## config.mk

```make
export PLATFORM = sky130hd
export DESIGN_NAME = day6_col_framer
export DESIGN_NICKNAME = d
export VERILOG_FILES = /design/src/rtl/day6_col_framer.sv
export SDC_FILE = /design/constraint.sdc
export NUM_CORES = 1
export LEC_CHECK = 0
export ABC_AREA = 1
export CORE_MARGIN = 2
export CORE_UTILIZATION = 45
export CTS_CLUSTER_DIAMETER = 40
export DETAILED_ROUTE_END_ITERATION = 12
export GPL_TIMING_DRIVEN = 0
export PLACE_DENSITY = 0.74
export SLEW_MARGIN = 20
export SYNTH_ARGS = -nofsm -noshare
export SYNTH_HDL_FRONTEND = slang
export SYNTH_SLANG_ARGS = --single-unit
```

## constraint.sdc

```tcl
create_clock -name clock -period 3.4 [get_ports clock]
set_input_delay 0.51 -clock clock [delete_from_list [all_inputs] [get_ports clock]]
set_output_delay 0.51 -clock clock [all_outputs]
set_load 0.02 [all_outputs]
```

## src/rtl/day6_col_framer.sv

```systemverilog
// rtl/day6_col_framer.sv - ASCII column framer ahead of the Day 6 column solver
module day6_col_framer #(
    parameter int CNT_W          = 16,
    parameter int MAX_BLOCK_COLS = 4
) (
    input  logic             clock,
    input  logic             clear_n,
    input  logic             load,
    input  logic             in_valid,
    output logic             in_ready,
    input  logic             in_eof,
    input  logic [7:0]       in_c0,
    input  logic [7:0]       in_c1,
    input  logic [7:0]       in_c2,
    input  logic [7:0]       in_c3,
    input  logic [7:0]       in_op,
    input  logic             out_ready,
    output logic             col_valid,
    output logic [3:0]       r0_digit,
    output logic [3:0]       r1_digit,
    output logic [3:0]       r2_digit,
    output logic [3:0]       r3_digit,
    output logic             r0_space,
    output logic             r1_space,
    output logic             r2_space,
    output logic             r3_space,
    output logic             block_start,
    output logic             block_plus,
    output logic             col_last,
    output logic             frame_last,
    output logic [CNT_W-1:0] blocks,
    output logic             err,
    output logic             eof_seen
);

    localparam int BW_W = $clog2(MAX_BLOCK_COLS + 2);
    localparam logic [BW_W-1:0] CNT_MAX = BW_W'(MAX_BLOCK_COLS);
    localparam logic [BW_W-1:0] CNT_SAT = BW_W'(MAX_BLOCK_COLS + 1);
    localparam logic [7:0] CH_SP   = 8'h20;
    localparam logic [7:0] CH_PLUS = 8'h2B;
    localparam logic [7:0] CH_MUL  = 8'h2A;

    logic             p_valid, p_start, p_plus, p_sepafter;
    logic [3:0][3:0]  p_digit;
    logic [3:0]       p_space;
    logic [BW_W-1:0]  p_cnt;

    logic             o_valid, o_start, o_plus, o_last, o_frame_last;
    logic [3:0][3:0]  o_digit;
    logic [3:0]       o_space;

    logic [3:0][7:0]  rows;
    logic [3:0][3:0]  dec_digit;
    logic [3:0]       dec_space;
    logic             digit_bad, op_bad, width_bad, is_sep;
    logic             new_start, new_plus;
    logic [BW_W-1:0]  new_cnt;
    logic             take_data, take_sep, take_eof, move_p, consume;

    assign rows = {in_c3, in_c2, in_c1, in_c0};

    always_comb begin
        digit_bad = 1'b0;
        dec_digit = '0;
        dec_space = '0;
        for (int i = 0; i < 4; i++) begin
            if (rows[i] >= 8'h30 && rows[i] <= 8'h39) begin
                dec_digit[i] = rows[i][3:0];
            end else begin
                dec_space[i] = 1'b1;
                if (rows[i] != CH_SP) digit_bad = 1'b1;
            end
        end
    end

    assign is_sep = (in_c0 == CH_SP) && (in_c1 == CH_SP) && (in_c2 == CH_SP) &&
                    (in_c3 == CH_SP) && (in_op == CH_SP);

    // A column opens a block when nothing is pending (first since load) or a separator followed P.
    assign new_start = ~p_valid | p_sepafter;
    assign new_plus  = new_start ? (in_op == CH_PLUS) : p_plus;
    assign op_bad    = new_start ? ((in_op != CH_PLUS) && (in_op != CH_MUL)) : (in_op != CH_SP);
    assign new_cnt   = new_start ? BW_W'(1) : ((p_cnt == CNT_SAT) ? p_cnt : p_cnt + BW_W'(1));
    assign width_bad = new_cnt > CNT_MAX;

    assign in_ready  = ~eof_seen & ~load &
                       (~p_valid | (~in_eof & is_sep) | ~o_valid | out_ready);
    assign take_data = in_valid & in_ready & ~in_eof & ~is_sep;
    assign take_sep  = in_valid & in_ready & ~in_eof & is_sep;
    assign take_eof  = in_valid & in_ready & in_eof;
    assign move_p    = (take_data | take_eof) & p_valid;
    assign consume   = o_valid & out_ready;

    always_ff @(posedge clock or negedge clear_n) begin
        if (!clear_n) begin
            p_valid <= 1'b0; p_start <= 1'b0; p_plus <= 1'b0; p_sepafter <= 1'b0;
            p_digit <= '0; p_space <= '0; p_cnt <= '0;
            o_valid <= 1'b0; o_start <= 1'b0; o_plus <= 1'b0; o_last <= 1'b0;
            o_frame_last <= 1'b0; o_digit <= '0; o_space <= '0;
            blocks <= '0; err <= 1'b0; eof_seen <= 1'b0;
        end else if (load) begin
            p_valid <= 1'b0; p_start <= 1'b0; p_plus <= 1'b0; p_sepafter <= 1'b0;
            p_digit <= '0; p_space <= '0; p_cnt <= '0;
            o_valid <= 1'b0; o_start <= 1'b0; o_plus <= 1'b0; o_last <= 1'b0;
            o_frame_last <= 1'b0; o_digit <= '0; o_space <= '0;
            blocks <= '0; eof_seen <= 1'b0;
        end else begin
            if (consume) begin
                o_valid <= 1'b0;
                if (o_last) blocks <= blocks + CNT_W'(1);
            end
            if (move_p) begin
                o_valid      <= 1'b1;
                o_start      <= p_start;
                o_plus       <= p_plus;
                o_digit      <= p_digit;
                o_space      <= p_space;
                o_last       <= take_eof | p_sepafter;
                o_frame_last <= take_eof;
            end
            if (take_data) begin
                p_valid    <= 1'b1;
                p_start    <= new_start;
                p_plus     <= new_plus;
                p_sepafter <= 1'b0;
                p_digit    <= dec_digit;
                p_space    <= dec_space;
                p_cnt      <= new_cnt;
                if (digit_bad | op_bad | width_bad) err <= 1'b1;
            end
            if (take_sep && p_valid) p_sepafter <= 1'b1;
            if (take_eof) begin
                eof_seen   <= 1'b1;
                p_valid    <= 1'b0;
                p_sepafter <= 1'b0;
                if (!p_valid) err <= 1'b1;
            end
        end
    end

    assign col_valid   = o_valid;
    assign block_start = o_start;
    assign block_plus  = o_plus;
    assign col_last    = o_last;
    assign frame_last  = o_frame_last;
    assign r0_digit    = o_digit[0];
    assign r1_digit    = o_digit[1];
    assign r2_digit    = o_digit[2];
    assign r3_digit    = o_digit[3];
    assign r0_space    = o_space[0];
    assign r1_space    = o_space[1];
    assign r2_space    = o_space[2];
    assign r3_space    = o_space[3];

endmodule

```

==> metrics <==
outcome=finished clean; Seq/Total Area, Yosys=49.4%; top cells by area, synth=dfrtp_1 (49%), nand2_1 (12%), nand3_1 (10%), nor2_1 (5.3%), inv_1 (4.4%); Clock Sinks=70; Setup crit start kind=input port; Detailed Routing Iterations Pass 1=7; floorplan row count=32; setup TNS=0 ns; PostCTS Resize Cnt=0; Routability Congestion=0.848; vias in the first global route=3256; maxcap violations=0; Port Buf Inserts=88; core area=7690 um2; clock skew=0.00591 ns; final-report setup violation count=0; CTS tree=built; vias per cell=5.24; nets=600; Die ar.=8610 um2; initial antenna violation count=0; fill count=716; Yosys cell types=37; largest net degree at the start of global routing=57; clock-pin transition on the worst setup and hold timing paths=0.07 ns; Clock Latency Late Sink=0.35 ns; reg2reg start=blocks[1]; Setup crit start=in_c3[5]; RSZ-0062 raised after global routing=false; worst hold path class=input port to async pin; post-synth net total=500; crit share post-route=93.2%; Ys Warns=0; Leak Pwr=0.00222 uW; critical path data arrival time=2.66 ns; share of layout cells above drive strength 1=8.81%; Req. time, crit path=2.89 ns; Max IR drop VDD=0.211 mV; die height=92.8 um; Tot GR Track Use=23.0%; DRC=0; Final min period=3.17 ns; Post-Syn Area=3550 um2; DP HPWL=6820 um; die width=92.8 um; grt total ovfl=0; Max Slew Vio Count=0; Initial Utilization=46.1%; Reg2Reg Setup Slack=1.49 ns; Critical Path Sink Type=output port; synth-to-layout area growth=34.7%; worst slack, placed=0.292 ns; final core utilization=62.2%; final setup margin=0.232 ns; Final ANT Viol Nets=0; first-pass GRT wire length=15500 um; WHS=0.0152 ns; Syn Area/Cell=7.87 um2; Max H-tree Level=3; Mapped Cells=451; share of the synthesized area in the top cell type=49.4%; Yosys reg bits=70; clk root buf=clkbuf_8; final hold viol count=0; hold buffers post-CTS=0; Slew @ Worst Pin=0.554 ns; num ports=90; Max Freq=316 MHz; critical path type=input port to output port; Power Density=358 nW/um2; diode count=0; CTS Buf Count=9; maximum clock insertion buffer count=2; max_slew headroom=63.0%; post-CTS setup buffer count=0; Initial DRC Count=202; Synth area leader=dfrtp_1; worst-path fanout max=4; Via Count=3451; wire per inst=14.0 um; final WL=9240 um
==> through the flow <==
stage	cell area, um2	instances	power, uW
after global placement	4560	641	1040
after detailed placement	4580	642	1040
final	4780	658	1710
after CTS	4780	658	1720
after floorplan	3550	451	935
after global routing	4780	658	1780
==> layout by cell type (no fill, tap or decap), types with 4 or more instances in the layout <==
cell,instances
o21ai_1,7
o21ai_0,12
buf_2,5
nor2_2,8
nand3_1,73
dfrtp_1,70
clkbuf_8,10
nor2_1,50
a21oi_1,18
nor3_1,6
inv_1,42
nand4_1,10
clkbuf_1,4
nand2_1,111
clkdlybuf4s50_1,87
==> flip-flops by register name, summed over array words and instances, names as in the netlist, 3 cells and up <==
signal    flops
blocks       16
o_space       4
p_cnt         3
p_digit      16
p_space       4
r0_digit      4
r1_digit      4
r2_digit      4
r3_digit      4
==> where the power goes <==
group | internal (uW) | switching [uW]
Sequential | 842 | 8.17
Clock | 356 | 326
Combinational | 79.4 | 99.3
==> critical path: stages <==
cell,delay [ns]
clkdlybuf4s50_1,0.49
inv_1,0.05
nor2_1,0.08
nand2_1,0.07
nor2_2,0.18
inv_2,0.06
nor2_2,0.11
nand3_2,0.12
a21oi_1,0.31
clkdlybuf4s50_1,0.68
==> cell families (layout without fill, tap and decap cells) <==
kind of cell / count (synthesis) / count (layout) / share of synthesized area (%)
buffers and inverters: 61 / 166 / 7.48
and+or+nand+nor: 271 / 271 / 34.9
AOI/OAI and AO/OA: 45 / 45 / 6.98
DFF: 70 / 70 / 49.4
adders and majority gates: 3 / 3 / 1.06
xor gates and xnor gates: 1 / 1 / 0.247
==> cell type report <==
class                   instances  area [um2]  share of cell area, %
plain buffers                  16        96.3                   2.02
clock buffers                  10         138                   2.88
clock inverters                 6        61.3                   1.28
inverters                      45         169                   3.53
multi-input cells             320        1530                   32.0
flip-flops and latches         70        1750                   36.6
well taps                     102         128                   2.67
repair buffers                 89         906                   19.0
==> final timing paths <==
path                                to  depth (start not counted)
min in group clock           col_valid                          2
min reg2reg                r1_digit[2]                          2
max                           in_ready                         10
min                          col_valid                          1
max reg2reg                 blocks[12]                         10
max in group asynchronous   p_digit[8]                          2
==> cell usage after synthesis (all sizes together) <==
| cell type | instances |
|---|---|
| nand2 | 113 |
| xnor2 | 1 |
| o21ai | 19 |
| inv | 45 |
| nor3 | 7 |
| a31oi | 1 |
| nand4 | 11 |
| clkbuf | 4 |
| a21o | 1 |
| o211ai | 1 |
| o21bai | 2 |
| ha | 3 |
| nor4 | 2 |
| nor2 | 59 |
| buf | 12 |
| nor4b | 1 |
| a211oi | 1 |
| or2 | 1 |
| nand3 | 76 |
| a21oi | 18 |
| nand3b | 1 |
| o21a | 2 |
| dfrtp | 70 |
==> layer usage <==
metal	GRT usage [%]	up-vias	wire (um)
li1	-	1676	-
met2	37.6	115	4550
met3	4.80	13	497
met1	31.0	1647	4030
met4	6.37	0	152
met5	0	-	0
Note: power is estimated with default switching activity, not from simulation.
==> edit 1, RTL diff (same flow settings) <==
Register the outputs `r0_digit`, `r1_digit`, `r2_digit` and `r3_digit`; this adds one clock of latency there. The other outputs are not delayed to match.
--- a/src/rtl/day6_col_framer.sv
+++ b/src/rtl/day6_col_framer.sv
@@ -143,10 +143,12 @@
     assign block_plus  = o_plus;
     assign col_last    = o_last;
     assign frame_last  = o_frame_last;
-    assign r0_digit    = o_digit[0];
-    assign r1_digit    = o_digit[1];
-    assign r2_digit    = o_digit[2];
-    assign r3_digit    = o_digit[3];
+    always_ff @(posedge clock) begin
+        r0_digit <= o_digit[0];
+        r1_digit <= o_digit[1];
+        r2_digit <= o_digit[2];
+        r3_digit <= o_digit[3];
+    end
     assign r0_space    = o_space[0];
     assign r1_space    = o_space[1];
     assign r2_space    = o_space[2];
Behaviour: not the same (a bounded check fails within 4 cycles, from zero or initial values).
==> edit 1 against the original RTL <==
Final cell count is 7.1% higher; core utilization is 1.7 points lower; synthesized area is 13% higher; power is 13% higher; design area is 9.8% higher; setup slack better by 120 ps; sequential share of layout area is 2.8 points higher; sequential cell count is 16 higher; clock skew is 7.7 ps higher; routed wire length is 5.9% higher; largest power group unchanged.
==> edit 1: results (changes against the original RTL) <==
metric	value	unit	change
status	complete, no violations		unchanged
reg2reg_to	blocks[10]		was blocks[12]
period_needed	3050	ps	was 3170 ps
synth_commonest_cells	nand2_1, nand3_1, dfrtp_1		unchanged
place_hpwl	7310	um	was 6820 um
ys_types	34		was 37
irDropWorstVdd	0.335	mV	was 0.211 mV
wirelength	9780	um	was 9240 um
synth_compound_area_frac	0.0576		was 0.0698
p_seq	1.04	mW	was 0.850 mW
r2r_slack	1470	ps	was 1490 ps
grt_pass1_vias	3333		was 3256
arrival	2540	ps	was 2660 ps
finClkSkew	13.6	ps	was 5.91 ps
syn_avg_cell_area	8.14	um2	was 7.87 um2
hold_ws	379	ps	was 15.2 ps
n_fill_cell	807		was 716
syn2layout_area_growth	31.2	%	was 34.7%
hold_path_class	reg -> reg		was in -> async
dpl_worst_slack	349	ps	was 292 ps
slowest_delay	640	ps	was 680 ps
drtPass1Iterations	5		was 7
pg_clk	0.711	mW	was 0.682 mW
switching_share	0.277		was 0.253
grt_use_total	0.207		was 0.230
crit_path_start	load		was in_c3[5]
dp_cells	688		was 642
slew_headroom	0.609		was 0.630
multi_input_area	1630	um2	was 1530 um2
p_leak	2.49	nW	was 2.22 nW
clock_area_frac	0.0377		was 0.0416
numClockSinks	86		was 70
clock_power_share	0.366		was 0.398
rr_startpoint	col_last		was blocks[1]
final_nets	641		was 600
ff2ff_path_depth	11		was 10
synthArstFlopShare	0.814		was 1.00
area_share_nonclk_buffers	0.194		was 0.210
final_cells	705		was 658
num-multi-input-gates	339		was 320
signal_buffers	106		was 105
grt_pass1_wl	16100	um	was 15500 um
==> edit 1: changes by cell type in the layout (fill, tap and decap cells not counted), moves of 5 or more <==
| cell | unedited run | this run |
|---|---|---|
| dfxtp_1 | 0 | 16 |
| inv_1 | 42 | 48 |
| nand2_1 | 111 | 124 |
| nand3_1 | 73 | 81 |
| nand4_1 | 10 | 5 |
| nor2_1 | 50 | 58 |
| nor2_2 | 8 | 3 |
| o21ai_0 | 12 | 17 |
| o21ai_1 | 7 | 0 |
==> edit 1: cells by family (layout without fill, tap and decap cells) <==
group | count (synthesis) | in the layout
compound gates | 40 | 40
xor+xnor | 3 | 3
fa+ha+maj | 3 | 3
buf+inv | 66 | 172
flops | 86 | 86
simple gates | 293 | 293
==> edit 1: per-layer routing <==
layer | GRT usage | part of all wire
met1 | 0.286 | 0.44
met4 | 0.0537 | 0.013
met5 | 0 | 0
met3 | 0.0408 | 0.062
met2 | 0.339 | 0.48
==> edit 2, RTL diff (same flow settings) <==
Made on the original files. Change the parameter `CNT_W` from 16 to 18.
--- a/src/rtl/day6_col_framer.sv
+++ b/src/rtl/day6_col_framer.sv
@@ -1,6 +1,6 @@
 // rtl/day6_col_framer.sv - ASCII column framer ahead of the Day 6 column solver
 module day6_col_framer #(
-    parameter int CNT_W          = 16,
+    parameter int CNT_W          = 18,
     parameter int MAX_BLOCK_COLS = 4
 ) (
     input  logic             clock,
Ports: changed (resized blocks); port bits go from 90 to 92. The function was not compared with the original's and may differ.
==> edit 2 against the original RTL <==
Clock skew increased by 1.8 ps; power increased by 6.9%; worst hold slack improved by 86 ps; sequential power increased by 2.9%; final cell count increased by 1.5%; design area increased by 3.6%; setup slack improved by 180 ps; critical path depth unchanged; sequential cell count increased by 2; routed wire length decreased by 0.65%; synthesized area increased by 3.4%; die area increased by 3.3%; clock power increased by 13%.
==> edit 2: results (changes against the original RTL) <==
metric	value	unit	change
pwr-share-comb	0.100		was 0.104
yosysSeqAreaShare	0.491		was 0.494
synth_compound_area_frac	0.0713		was 0.0698
p_leak	2.34	nW	was 2.22 nW
placed_area	4720	um2	was 4580 um2
combinationalPower	0.183	mW	was 0.179 mW
arrival	2480	ps	was 2660 ps
final_nets	610		was 600
syn_avg_cell_area	8.01	um2	was 7.87 um2
grt_pass1_vias	3223		was 3256
irDropWorstVdd	0.158	mV	was 0.211 mV
worstMarginPinSlew	583	ps	was 554 ps
synthArstFlopShare	1.00		unchanged
synth_fp_nets	507		was 500
synthAdderAreaFrac	0.0102		was 0.0106
met1_length	4200	um	was 4030 um
wl_met2	4290	um	was 4550 um
viasPerCell	5.23		was 5.24
drive_above_1_share	0.0883		was 0.0881
dp_cells	652		was 642
place_hpwl	7030	um	was 6820 um
dpl_worst_slack	396	ps	was 292 ps
grt_pass1_wl	15400	um	was 15500 um
finClkSkew	7.68	ps	was 5.91 ps
grt_use_met3	0.0385		was 0.0480
n_fill_cell	699		was 716
htree_levels	3		unchanged
final_cells	668		was 658
met1_usage	0.317		was 0.310
grt_max_degree	38		was 57
reg_top3	blocks: 18 flops, p_digit: 16 flops		was blocks: 16 flops, p_digit: 16 flops
status	complete, no violations		unchanged
grt_use_total	0.223		was 0.230
grt_util_met2	0.345		was 0.376
p_int	1.37	mW	was 1.28 mW
synthTopCellsByArea	dfrtp_1, nand3_1, nand2_1, nor2_1, inv_1		was dfrtp_1, nand2_1, nand3_1, nor2_1, inv_1
wirelength	9180	um	was 9240 um
drt_iter0_markers	216		was 202
ys_types	38		was 37
wl_met3	550	um	was 497 um
port_buffers	91		was 88
clock_power_share	0.421		was 0.398
-- edit 2: critical path: stages --
cell and delay [ps]:
clkdlybuf4s50_1 480, inv_1 50, nor2_1 70, nand2_1 60, nor2_2 170, nand2_2 90
nor2_4 100, nand3_4 110, a21oi_4 200, clkdlybuf4s50_1 630
-- edit 2: layout make-up --
type	count	area (um2)	area share
buffer	16	93.8	0.0190
clock buffer	9	124	0.0250
clock inverter	7	103	0.0207
inverter	45	169	0.0341
multi-input combinational	325	1600	0.324
sequential	72	1800	0.364
tap	102	128	0.0258
timing repair buffer	92	928	0.188
-- edit 2: worst paths after layout --
check,slack (ps),start,to,depth (start not counted)
hold reg to reg,480,blocks[17],blocks[17],1
setup / recovery,410,in_c0[5],in_ready,10
min in group clock,480,blocks[17],blocks[17],1
max in group asynchronous,2750,clear_n,p_plus,2
setup reg to reg,1480,blocks[0],blocks[16],9
hold / removal,100,clear_n,blocks[8],1
